## config.mk

```make
export PLATFORM = sky130hd
export DESIGN_NAME = pixel_readout_ctrl
export DESIGN_NICKNAME = d
export VERILOG_FILES = /design/src/rtl/readout_pkg.sv /design/src/rtl/readout_fifo.sv /design/src/rtl/pixel_readout_ctrl.sv
export SDC_FILE = /design/constraint.sdc
export NUM_CORES = 1
export LEC_CHECK = 0
export CAP_MARGIN = 15
export CORE_ASPECT_RATIO = 1.1
export CORE_MARGIN = 8
export CORE_UTILIZATION = 25
export CTS_BUF_LIST = sky130_fd_sc_hd__clkbuf_8 sky130_fd_sc_hd__clkbuf_16
export CTS_CLUSTER_SIZE = 10
export DETAILED_ROUTE_END_ITERATION = 12
export SLEW_MARGIN = 40
export SYNTH_ARGS = -nofsm -noshare
export SYNTH_HDL_FRONTEND = slang
export SYNTH_HIERARCHICAL = 1
export SYNTH_SLANG_ARGS = --single-unit
```

## constraint.sdc

```tcl
create_clock -name clk -period 5.42 [get_ports clk]
set_input_delay 0.813 -clock clk [delete_from_list [all_inputs] [get_ports clk]]
set_output_delay 0.813 -clock clk [all_outputs]
set_load 0.005 [all_outputs]
```

## src/rtl/readout_pkg.sv

```systemverilog
// Shared types for the pixel readout path: bus width, controller states and
// the FIFO entry layout that carries the end-of-frame marker with each word.
package readout_pkg;

   localparam int DATA_W = 16;

   typedef enum logic [1:0] {
      IDLE,
      READ,
      DONE
   } rd_state_t;

   typedef struct packed {
      logic              last;
      logic [DATA_W-1:0] data;
   } fifo_entry_t;

   // Row counter width; a single-row frame still needs one bit.
   function automatic int row_width(input int n);
      return (n > 1) ? $clog2(n) : 1;
   endfunction

endpackage

```

## src/rtl/readout_fifo.sv

```systemverilog
// Small synchronous FIFO for captured pixel words. The head entry is read
// combinationally so downstream sees it as soon as out_valid rises.
module readout_fifo
   import readout_pkg::*;
#(
   parameter int DEPTH = 4
) (
   input  logic        clk,
   input  logic        reset,
   input  logic        push,
   input  fifo_entry_t wr_entry,
   input  logic        pop,
   output logic        full,
   output logic        empty,
   output fifo_entry_t head
);

   localparam int PTR_W = $clog2(DEPTH);
   localparam int CNT_W = PTR_W + 1;

   fifo_entry_t        mem [DEPTH];
   logic [PTR_W-1:0]   wr_ptr_reg;
   logic [PTR_W-1:0]   rd_ptr_reg;
   logic [CNT_W-1:0]   count_reg;
   logic [CNT_W-1:0]   count_next;
   logic               push_ok;
   logic               pop_ok;

   assign full    = (count_reg == CNT_W'(DEPTH));
   assign empty   = (count_reg == '0);
   assign push_ok = push && !full;
   assign pop_ok  = pop && !empty;

   // Empty FIFO presents zero so out_data is clean after reset.
   assign head = empty ? '0 : mem[rd_ptr_reg];

   always_comb begin
      count_next = count_reg;
      case ({push_ok, pop_ok})
         2'b10:   count_next = count_reg + CNT_W'(1);
         2'b01:   count_next = count_reg - CNT_W'(1);
         default: count_next = count_reg;
      endcase
   end

   always_ff @(posedge clk) begin
      if (push_ok) begin
         mem[wr_ptr_reg] <= wr_entry;
      end
   end

   always_ff @(posedge clk or negedge reset) begin
      if (!reset) begin
         wr_ptr_reg <= '0;
         rd_ptr_reg <= '0;
         count_reg  <= '0;
      end else begin
         if (push_ok) wr_ptr_reg <= wr_ptr_reg + PTR_W'(1);
         if (pop_ok)  rd_ptr_reg <= rd_ptr_reg + PTR_W'(1);
         count_reg <= count_next;
      end
   end

endmodule

```

## src/rtl/pixel_readout_ctrl.sv

```systemverilog
// Row-read sequencer: strobes one row per cycle into the pixel databus,
// captures the returned word into a FIFO and streams it out valid/ready.
module pixel_readout_ctrl
   import readout_pkg::*;
#(
   parameter int NUM_ROWS   = 2,
   parameter int FIFO_DEPTH = 4
) (
   input  logic                clk,
   input  logic                reset,
   input  logic                start,
   input  logic [DATA_W-1:0]   pix_data_in,
   output logic [NUM_ROWS-1:0] read_sel,
   output logic [DATA_W-1:0]   out_data,
   output logic                out_valid,
   input  logic                out_ready,
   output logic                out_last,
   output logic                busy,
   output logic                frame_done
);

   localparam int                ROW_W    = row_width(NUM_ROWS);
   localparam logic [ROW_W-1:0]  LAST_ROW = ROW_W'(NUM_ROWS - 1);

   rd_state_t            state_reg;
   rd_state_t            state_next;
   logic [ROW_W-1:0]     row_reg;
   logic [ROW_W-1:0]     row_next;
   logic [NUM_ROWS-1:0]  read_sel_reg;
   logic [NUM_ROWS-1:0]  read_sel_next;

   logic                 fifo_full;
   logic                 fifo_empty;
   logic                 push;
   logic                 pop;
   fifo_entry_t          wr_entry;
   fifo_entry_t          head;

   always_ff @(posedge clk or negedge reset) begin
      if (!reset) begin
         state_reg    <= IDLE;
         row_reg      <= '0;
         read_sel_reg <= '0;
      end else begin
         state_reg    <= state_next;
         row_reg      <= row_next;
         read_sel_reg <= read_sel_next;
      end
   end

   always_comb begin
      state_next = state_reg;
      row_next   = row_reg;
      push       = 1'b0;
      wr_entry   = '{last: (row_reg == LAST_ROW), data: pix_data_in};
      case (state_reg)
         IDLE: begin
            if (start) begin
               state_next = READ;
               row_next   = '0;
            end
         end
         READ: begin
            // A full FIFO holds row and strobe until space opens up.
            if (!fifo_full) begin
               push = 1'b1;
               if (row_reg == LAST_ROW) begin
                  state_next = DONE;
                  row_next   = '0;
               end else begin
                  row_next = row_reg + ROW_W'(1);
               end
            end
         end
         DONE: begin
            state_next = IDLE;
         end
         default: begin
            state_next = IDLE;
            row_next   = '0;
         end
      endcase
   end

   // Strobes are decoded from the next row so they are registered and one-hot.
   genvar gi;
   generate
      for (gi = 0; gi < NUM_ROWS; gi++) begin : g_sel
         assign read_sel_next[gi] = (state_next == READ) && (row_next == ROW_W'(gi));
      end
   endgenerate

   assign pop = out_valid && out_ready;

   readout_fifo #(
      .DEPTH (FIFO_DEPTH)
   ) u_fifo (
      .clk      (clk),
      .reset    (reset),
      .push     (push),
      .wr_entry (wr_entry),
      .pop      (pop),
      .full     (fifo_full),
      .empty    (fifo_empty),
      .head     (head)
   );

   assign read_sel   = read_sel_reg;
   assign out_valid  = !fifo_empty;
   assign out_data   = head.data;
   assign out_last   = head.last;
   assign busy       = (state_reg != IDLE);
   assign frame_done = (state_reg == DONE);

endmodule

```

==> results by group <==
Hold path
  – HP Class: register to register

STA
  – Final slew viol count: 0
  – Unrepaired setup endpoints after global routing: false
  – Crit path time final: 3.16 ns
  – Fmax: ~320 MHz
  – TNS Setup: 0 ns
  – Worst slew margin: between 50% and 60%
  – Final Hold Viols: 0
  – Final setup violation count: 0
  – Tightest Pin Transition: 0.602 ns
  – Final worst slack: 2.26 ns
  – Skew final: 0.00374 ns
  – Final period utilization: approximately three fifths

Logic synthesis
  – Post-synth EDFFs: 68
  – Synth area leader: edfxtp_1
  – FFs w/ async S/R, synth: 15.0%
  – Register area share after synthesis: a little over two thirds
  – Yosys warns: 6
  – Gate Count Post-Synth: 169
  – Count of different cell masters after synthesis: 32
  – Syn Std Cell Area: 3340 um^2
  – Mean Syn Cell Area: ~20 um^2
  – Share of Yosys cell area claimed by the top area cell type: 61.1%
  – Cell with the most instances after synthesis: edfxtp_1
  – Commonest cells in the netlist: 68 x edfxtp_1, 13 x nor2b_1, 12 x dfrtp_1
  – Synthesized Nets: 195
  – Synth Flop Type: edfxtp_1
  – Synth area leaders: edfxtp_1 61%, dfrtp_1 9.0%, mux4_1 7.1%
  – Synth Register Bits: 80

Drt
  – Starting DRT DRC Count: roughly 110
  – Routed length per instance: 15.6 um
  – Routed Antenna Nets: 0
  – Final WL: 5960 um
  – Drt first pass iters: 4
  – Via count: between 1500 and 2000
  – Drt drc: 0
  – Via density: 4.17

Floorplan
  – Core area: 13200 um^2
  – Row cnt: 44
  – Ports: 42
  – Die area: roughly 17000 um^2
  – Die Ht: 137 um
  – Die Span X: 126 um
  – Initial Util: 25.4%

Finish
  – Fillers: 1280
  – Max reg flops: 68
  – Fraction of layout instances using a drive strength above 1: 20.8%
  – Footprint of the multi-input gates: 933 um^2
  – Final net count: approximately 240
  – Antenna cells: 0
  – Register Area: approximately 2300 um^2
  – Area grow syn2layout: 25.8%

CTS
  – Clock latency on the worst-skew pair: approximately 0.33 ns
  – Postcts setup bufs: 0
  – Cts repair resizes: 0
  – Num CTS Buffers: 9
  – Clk buf depth: 2
  – CTS tree: done
  – H-tree depth: 3
  – # hold bufs at CTS: 0
  – CTS sink cnt: 80
  – Clk root buf: clkbuf_16
  – Clock-pin slew on the worst setup and hold paths: ~0.060 ns

Placed design
  – Worst slack, placed: 2.55 ns
  – Number of buffers added on ports: between 40 and 50
  – DP Wirelength: 3820 um
  – RD Place Congestion: slightly below 0.7

Setup path
  – CP Capture Type: output pin
  – Critical Path AT: 2.34 ns
  – CP startpoint kind: register
  – CP Class: register to output pin
  – Crit-path max FO: 19
  – Critical path required time: between 4 and 5 ns

Power
  – PD cells: about 590 nW/um^2
  – Max rail drop VDD: 0.000202 V
  – Static leakage: ~1.5 nW

Flow run
  – Max-cap check violation count: 0

Global route
  – Vias in the first global route: 1800
  – Largest net degree at the start of global routing: 22
  – First-pass GRT wire length: approximately 9700 um
  – Tot GR Track Use: 7.48%
  – Initial antenna violation count: 0
  – GRT overflow: 0

Status
  – Status: finished clean
-- through the flow --
step	instances	utilization, %	cell area (um^2)	total power, W	hold WS, ns
finish	382	31.9	4200	0.00248	0.506
detailed placement	366	29.8	3920	0.00197	0.496
global route	382	31.9	4200	0.00264	0.540
floorplan	169	-	3340	0.00157	0.454
global placement	366	29.8	3920	0.00195	0.495
CTS	382	31.9	4200	0.00254	0.507
-- placed cells by master, fill, tap and decap left out, types with 2 or more instances in the layout --
cell              n
and2_2            4
and2b_2           2
clkbuf_16         9
clkdlybuf4s50_1  41
clkinvlp_4        2
dfrtp_1          10
dfrtp_2           2
edfxtp_1         68
ha_1              5
inv_1             7
inv_6             4
mux4_1            9
mux4_2            8
nand2b_1          2
nor2_1            4
nor2b_1          13
nor2b_4           8
xnor2_1           2
xor2_1            4
-- report_power, final --
part | switching, W | leakage (nW) | total [W] | internal, W
combinational | 0.000356 | 0.585 | 0.000913 | 0.000557
sequential | 0.000131 | 0.764 | 0.00101 | 0.000882
clock | 0.000242 | 0.131 | 0.000556 | 0.000314
-- worst paths after layout --
kind / from / to / slack, ns / cells after the start
worst min register to register: state_reg[1] / read_sel[0] / 0.51 / 1
worst min-delay path: state_reg[1] / read_sel[0] / 0.51 / 1
min in group asynchronous: reset / read_sel[0] / 0.85 / 1
worst max register to register: u_fifo/count_reg[0] / u_fifo/count_reg[2] / 2.90 / 10
worst max-delay path: u_fifo/rd_ptr_reg[0] / out_last / 2.26 / 3
max in group asynchronous: reset / u_fifo/rd_ptr_reg[1] / 4.15 / 1
-- metal layers --
layer / global-route usage (%) / part of all wire, % / vias to the layer above / routed length [um]
met2: 12.4 / 49 / 37 / 2910
li1: - / - / 743 / -
met1: 8.24 / 43 / 802 / 2590
met4: 3.81 / 2.0 / 0 / 119
met3: 2.94 / 5.8 / 10 / 346
met5: 0 / 0 / - / 0
-- worst max-delay path, stage by stage, from the launching register on --
cell and delay, ns:
dfrtp_2 0.76, mux4_1 0.65, nor2b_1 0.15, clkdlybuf4s50_1 0.46
-- final cells by class --
cell class              instances  area share [%]
flip-flops and latches         80            55.8
multi-input cells              76            22.2
repair buffers                 42            9.94
clock buffers                   9            5.36
well taps                     161            4.79
clock inverters                 7            1.28
inverters                       7           0.625
-- cells by family after synthesis --
group / count (synthesis) / share of synthesized area (%)
and+or+nand+nor: 42 / 9.62
AOI/OAI and AO/OA: 3 / 0.861
buffers and inverters: 13 / 2.28
DFF: 80 / 70.1
adders and majority gates: 6 / 2.47
xor gates and xnor gates: 6 / 1.57
muxes: 19 / 13.1
Power figures use the tool's default switching activity.
